==> config.mk <==
export PLATFORM = sky130hd
export DESIGN_NAME = mem_stage
export DESIGN_NICKNAME = d
export VERILOG_FILES = /design/src/rtl/mem_stage_pkg.sv /design/src/rtl/mem_stage_data_memory.sv /design/src/rtl/mem_stage.sv
export SDC_FILE = /design/constraint.sdc
export NUM_CORES = 2
export LEC_CHECK = 0
export CAP_MARGIN = 15
export CORE_MARGIN = 2
export CORE_UTILIZATION = 41
export DETAILED_ROUTE_END_ITERATION = 16
export PLACE_DENSITY_LB_ADDON = 0.15
export SLEW_MARGIN = 5
export SYNTH_ARGS = -nofsm -noshare
export SYNTH_HDL_FRONTEND = slang
export SYNTH_HIERARCHICAL = 1
export SYNTH_SLANG_ARGS = --single-unit
export TNS_END_PERCENT = 10
==> constraint.sdc <==
create_clock -name clk -period 9.2 [get_ports clk]
set_input_delay 1.84 -clock clk [delete_from_list [all_inputs] [get_ports clk]]
set_output_delay 1.84 -clock clk [all_outputs]
set_load 0.1 [all_outputs]
==> src/rtl/mem_stage_pkg.sv <==
// Shared definitions for the memory stage: FSM state encoding and memory sizing.
package mem_stage_pkg;
  localparam logic [0:0] ST_IDLE = 1'b0;
  localparam logic [0:0] ST_WAIT = 1'b1;

  localparam int DEPTH_DEF = 64;
  localparam int IDX_W     = $clog2(DEPTH_DEF);
endpackage

==> src/rtl/mem_stage_data_memory.sv <==
// Word-addressed data memory with synchronous write and registered read.
module data_memory
  import mem_stage_pkg::*;
#(
  parameter int DEPTH = DEPTH_DEF,
  parameter int AW    = IDX_W
) (
  input  logic          clk,
  input  logic          we_i,
  input  logic          re_i,
  input  logic [AW-1:0] addr_i,
  input  logic [31:0]   wdata_i,
  output logic [31:0]   rdata_o
);

  logic [31:0] mem_q [DEPTH];
  logic [31:0] rdata_q;

  // Contents are deliberately never reset.
  always_ff @(posedge clk) begin
    if (we_i) mem_q[addr_i] <= wdata_i;
    if (re_i) rdata_q <= mem_q[addr_i];
  end

  assign rdata_o = rdata_q;

endmodule

==> src/rtl/mem_stage.sv <==
// MEM pipeline stage: branch/jump resolution, two-cycle aligned memory access FSM, MEM/WB register.
module mem_stage
  import mem_stage_pkg::*;
#(
  parameter int DEPTH = DEPTH_DEF
) (
  input  logic        clk,
  input  logic        rst,
  input  logic [31:0] inAdder,
  input  logic        inZf,
  input  logic [31:0] inOutAlu,
  input  logic [31:0] inRD2,
  input  logic [4:0]  inMux5b,
  input  logic [31:0] inJump,
  input  logic        inBranch,
  input  logic        inJumpEn,
  input  logic        inMemRead,
  input  logic        inMemWrite,
  input  logic        inRegWrite,
  input  logic        inMemToReg,
  output logic        outPcSrc,
  output logic [31:0] outPcTarget,
  output logic        outStall,
  output logic [31:0] outReadData,
  output logic [31:0] outAluResult,
  output logic [4:0]  outMux5b,
  output logic        outRegWrite,
  output logic        outMemToReg,
  output logic        outMisaligned
);

  localparam int AW = $clog2(DEPTH);

  logic [0:0]  state_q, state_d;
  logic [31:0] read_data_q, read_data_d;
  logic [31:0] alu_result_q, alu_result_d;
  logic [4:0]  mux5b_q, mux5b_d;
  logic        reg_write_q, reg_write_d;
  logic        mem_to_reg_q, mem_to_reg_d;
  logic        misaligned_q, misaligned_d;

  logic          access, aligned, load_only;
  logic          mem_we, mem_re;
  logic [AW-1:0] mem_addr;
  logic [31:0]   mem_rdata;
  logic          unused_addr_bits;

  assign outPcSrc    = inJumpEn | (inBranch & inZf);
  assign outPcTarget = inJumpEn ? inJump : inAdder;

  assign access           = inMemRead | inMemWrite;
  assign aligned          = (inOutAlu[1:0] == 2'b00);
  assign load_only        = inMemRead & ~inMemWrite;
  assign mem_addr         = inOutAlu[AW+1:2];
  assign unused_addr_bits = ^inOutAlu[31:AW+2];

  always_comb begin
    state_d      = state_q;
    outStall     = 1'b0;
    mem_re       = 1'b0;
    mem_we       = 1'b0;
    read_data_d  = '0;
    alu_result_d = inOutAlu;
    mux5b_d      = inMux5b;
    reg_write_d  = inRegWrite;
    mem_to_reg_d = inMemToReg;
    misaligned_d = 1'b0;
    if (state_q == ST_IDLE) begin
      if (access && aligned) begin
        // Launch the registered read now; the MEM/WB register holds a bubble meanwhile.
        outStall     = 1'b1;
        state_d      = ST_WAIT;
        mem_re       = load_only;
        alu_result_d = '0;
        mux5b_d      = '0;
        reg_write_d  = 1'b0;
        mem_to_reg_d = 1'b0;
      end else if (access) begin
        misaligned_d = 1'b1;
        reg_write_d  = 1'b0;
      end
    end else begin
      state_d     = ST_IDLE;
      mem_we      = inMemWrite;
      read_data_d = load_only ? mem_rdata : '0;
    end
  end

  always_ff @(posedge clk) begin
    if (rst) begin
      state_q      <= ST_IDLE;
      read_data_q  <= '0;
      alu_result_q <= '0;
      mux5b_q      <= '0;
      reg_write_q  <= 1'b0;
      mem_to_reg_q <= 1'b0;
      misaligned_q <= 1'b0;
    end else begin
      state_q      <= state_d;
      read_data_q  <= read_data_d;
      alu_result_q <= alu_result_d;
      mux5b_q      <= mux5b_d;
      reg_write_q  <= reg_write_d;
      mem_to_reg_q <= mem_to_reg_d;
      misaligned_q <= misaligned_d;
    end
  end

  // A reset landing on the WAIT cycle cancels the store it would have completed.
  data_memory #(
    .DEPTH(DEPTH),
    .AW   (AW)
  ) u_dmem (
    .clk    (clk),
    .we_i   (mem_we & ~rst),
    .re_i   (mem_re),
    .addr_i (mem_addr),
    .wdata_i(inRD2),
    .rdata_o(mem_rdata)
  );

  assign outReadData   = read_data_q;
  assign outAluResult  = alu_result_q;
  assign outMux5b      = mux5b_q;
  assign outRegWrite   = reg_write_q;
  assign outMemToReg   = mem_to_reg_q;
  assign outMisaligned = misaligned_q;

endmodule

* Word-level counts from Yosys, hierarchy flattened *
Memories as Yosys holds them, arrays and structs flattened. A register that Yosys moved wholly into a read port is not among the register bits.
Index checks and enable logic that the tools add are counted.

word-level totals
  flip-flop bits (word level) = 73
  bits in latches = 0
  bits in writable memories = 2048
  memory bits (read-only) = 0
  input bits = 142
  output and inout port bits = 106
  memories = 1

operators by class
  add/subtract/negate cells = 0
  multipliers = 0
  div/mod/pow operators = 0
  order comparisons = 0
  eq/ne operators = 0
  shift-type cells = 0
  mux-type cells = 18
  bitwise gates (word level) = 9
  reductions and logical operators = 4

memory list
  memory        depth  width  read ports  clocked after memory_dff  wr ports  line                         RTL
  u_dmem.mem_q  64     32     1           1                         1         mem_stage_data_memory.sv:16  logic [31:0] mem_q [DEPTH];

operators with widths
  cell                number
  2-to-1 mux 32 bit   3
  2-to-1 mux 1 bit    13
  2-to-1 mux 5 bit    2
  OR reduction 3 bit  2
  inverter 1 bit      4
  AND 1 bit           3
  zero test 2 bit     1
  OR 1 bit            2
  logical AND 1 bit   1

* Logic depth before layout (Yosys ltp) *
  depth in word-level cells = 4
  depth in mapped cells = 13

* Modules after synthesis *
The synthesis kept the hierarchy.

modules (own cells, without submodules)
  module       instances  cells an instance  area each (um^2)
  data_memory  1          4239               79248.5
  mem_stage    1          241                2662.6

* Worst setup path before layout *
OpenSTA, ideal clock, no wires.

  kind = input port to output port
  start point = input port inMemWrite
  end point = output port outStall
  arrival time = 3.965 ns
  slack = 3.395 ns
  stages = 2
  path buffers = 0
  cell sequence = o21bai_1 nor3_1

between the ends
  word-level cells in the longest chain between the ends = 4

ends and longest elaborated chain
  element             line             RTL
  start: declaration  mem_stage.sv:18  input logic inMemWrite,
  OR 1 bit            mem_stage.sv:51  assign access = inMemRead | inMemWrite;
  logical AND 1 bit   mem_stage.sv:69  if (access && aligned) begin
  2-to-1 mux 1 bit    mem_stage.sv:69
  2-to-1 mux 1 bit    mem_stage.sv:68  if (state_q == ST_IDLE) begin
  end: declaration    mem_stage.sv:23  output logic outStall,

Every way passes these cells.

* Worst setup path in the final report *
  start point = input port inJumpEn
  end point = output port outPcTarget[31]

between the ends
  word-level cells in the longest chain between the ends = 1

ends and longest elaborated chain
  element             line             RTL
  start: declaration  mem_stage.sv:16  input logic inJumpEn,
  2-to-1 mux 32 bit   mem_stage.sv:49  assign outPcTarget = inJumpEn ? inJump : inAdder;
  end: declaration    mem_stage.sv:22  output logic [31:0] outPcTarget,

Every way passes these cells.

==> out/results.ini <==
[route]
wl_per_cell_um=32.4
drtIter0Drc=5760
viasPerCell=5.96
routed_wl_mm=249
post-route-drc-count=0
ant_nets=0
dr.pass1.iters=6
vias=45644

[cts]
post_cts_buffers=0
cts_tree=built
cts_made_buffers=222
cts_max_level=4
clock_path_buffers=3
clock_sinks=2153
postCtsHoldBufs=0
path_clk_slew_ps=60
ctsResizeCount=0
clockRootBuffer=clkbuf_16
clock_latency_ps=850

[global_route]
grt_max_degree=101
grt_util_all_layers_pct=24.0
grt_pass1_wl_mm=348
antenna_found_initial=17
grt_pass1_vias=44027
grt_overflow=0

[synthesis]
ys_types=60
yosys_warnings=6
synth_fp_nets=4622
synth_edf_count=2080
yosys.area.top_type_share_pct=76.3
synth_area_mm2=0.0819
synth_commonest_cells=edfxtp_1 (2080), mux2i_1 (259), a22oi_1 (188)
syn_avg_cell_area_um2=18.3
ys_seq_elements=2153
async_reset_ff_share_pct=0
yosys.area.top_type=edfxtp_1
synthFlopType=edfxtp_1
synthCells=4480
synthTopCellsByArea=edfxtp_1 (76%), mux2i_1 (3.2%), mux4_2 (2.6%)
yosysSeqAreaShare_pct=78.0
synth.most_common_cell=edfxtp_1

[worst_setup_path]
start_kind=input pin
critPathCapture=outPcTarget[31]
cpMostUsedCell=clkdlybuf4s50_1
cp_slowest_cell=clkdlybuf4s50_1
timing.rr.start=state_q
arrival_ps=4070
crit_chain=clkdlybuf4s50_1 -> buf_4 -> mux2_2 -> clkdlybuf4s50_1
critical_path.max_stage_delay_ps=1160
crit_path_start=inJumpEn
cp-end-kind=output port
r2r-end=u_dmem/mem_q[44][11]
path_delay_family=buffers and inverters
path_class=input pin to output port
path_depth=4
cp_max_fo=33
critPathBufInv=3
reg2reg_slack_ps=5500
r2r_cells=4
required_ps=7360

[timing]
hold_viol=0
slew_headroom_pct=16.7
finalSetupViolCount=0
skew_ps=22.4
post-route-min-period_ps=5910
slew_violations=0
fin_setup_tns_ps=0
max_freq_mhz=169
tightest_slew_ps=1240
fin_crit_sh_pct=64.3
rsz0062_at_grt=false

[floorplanning]
ioPinCount=248
initial_core_util_pct=41.1
num_rows=164
core-area_mm2=0.199
die_h_um=451
die_width_um=451
dieArea_mm2=0.203

[min_path]
min_path_type=flop to flop
min_from=u_dmem/rdata_o[22]

[final_layout]
nets=4939
final_core_utilization_pct=47.9
syn2layout_area_growth_pct=16.4
drive_gt1_share_pct=17.8
stdcell_area_mm2=0.0954

[flow_run]
maxCapViolCount=0

[pwr]
ir_drop_uv=184
leakage_nw=30.6
p_per_area_mw_per_mm2=220

[placed_design]
placed_area_mm2=0.0880
dp_hpwl_mm=146
io_buffers=247
gp_congestion=0.850

[run_status]
status=finished clean

-- cells in the final DEF, fill, tap and decap left out, types with 15 or more instances in the layout --
cell             synthesis  routed
a2111oi_0               15      15
a211oi_1                17      17
a21oi_1                157     157
a221o_1                 15      15
a221oi_1               175     175
a222oi_1                16      16
a22o_1                  66      66
a22oi_1                188     188
a31oi_1                 43      43
and2_1                  37      35
and3_1                  85      85
buf_2                   90      32
buf_4                    8     155
bufinv_16                0      20
clkbuf_1               173      53
clkbuf_16                0     225
clkbuf_8                 0      17
clkdlybuf4s50_1          0     211
clkinv_1                 0      44
clkinv_2                 0      34
dfxtp_1                 73      73
edfxtp_1              2080    2080
mux2_2                 179     179
mux2i_1                259     259
mux4_2                  96      96
nand2_1                 28      27
nand2b_1                54      51
nand3_1                 54      53
nor2_1                 146      77
nor2_4                   0      68
nor3_1                  24      21
nor4_1                  15      15
o21ai_0                 84      84
o22a_1                  70      70
o22ai_1                 93      93
o2bb2ai_1               15      15
or4_1                   15      15
-- worst min-delay path by stage --
stage	endpoint	slack [ps]	cells past startpoint
floorplan	outReadData[0]	420	1
global placement	outReadData[0]	480	1
detailed placement	outReadData[0]	490	1
CTS	outReadData[22]	500	1
global route	outReadData[0]	500	1
finish	outReadData[22]	480	1
-- metal layers --
metal | GRT usage, % | vias up | routed length (um)
met5 | 0 | - | 12
met3 | 4.44 | 299 | 20300
met4 | 4.83 | 2 | 4170
met1 | 35.4 | 24163 | 108000
met2 | 37.5 | 2013 | 116000
li1 | - | 19167 | -
-- cell type report --
type / instances / area, um2
fillers: 16666 / 104000
flip-flops and latches: 2153 / 63900
multi-input cells: 2008 / 17100
clock buffers: 295 / 6060
repair buffers: 410 / 3670
well taps: 2656 / 3320
clock inverters: 122 / 1200
diodes: 13 / 32.5
inverters: 2 / 15.0
-- state kept, by name, indices dropped and copies added, names as in the netlist --
signal          flops
u_dmem/rdata_o     32
u_dmem/mem_q     2048
outMisaligned       1
outMemToReg         1
outAluResult       32
outRegWrite         1
outReadData        32
state_q             1
outMux5b            5
-- power breakdown --
group	switching [mW]	total [mW]	internal (mW)	leakage, nW
combinational	0.918	1.28	0.361	7.78
sequential	0.00678	10.8	10.8	19.3
clock	3.75	8.93	5.18	3.53
total	4.68	21.0	16.3	30.6
-- worst register-to-register path: stages (launching register included) --
cell and delay (ps):
dfxtp_1 370, and3b_1 520, nand3_1 970, nor2_4 1030, buf_4 450
-- metrics by stage --
stage	hold WS [ps]	std cells	setup WS [ps]	power (mW)
final	484	7659	3290	21.0
after global routing	497	7649	3220	21.6
after CTS	503	7644	3300	21.1
after detailed placement	494	7227	3040	12.3
after global placement	485	7224	3090	12.2
after floorplan	420	4480	3390	11.6
-- cell families after synthesis --
| logic type | count (synthesis) | synth area share, % |
|---|---|---|
| muxes | 534 | 8.27 |
| DFF | 2153 | 78.0 |
| AOI/OAI and AO/OA | 972 | 8.60 |
| buffers and inverters | 319 | 1.78 |
| and+or+nand+nor | 502 | 3.32 |
(Power assumes the default switching activity.)
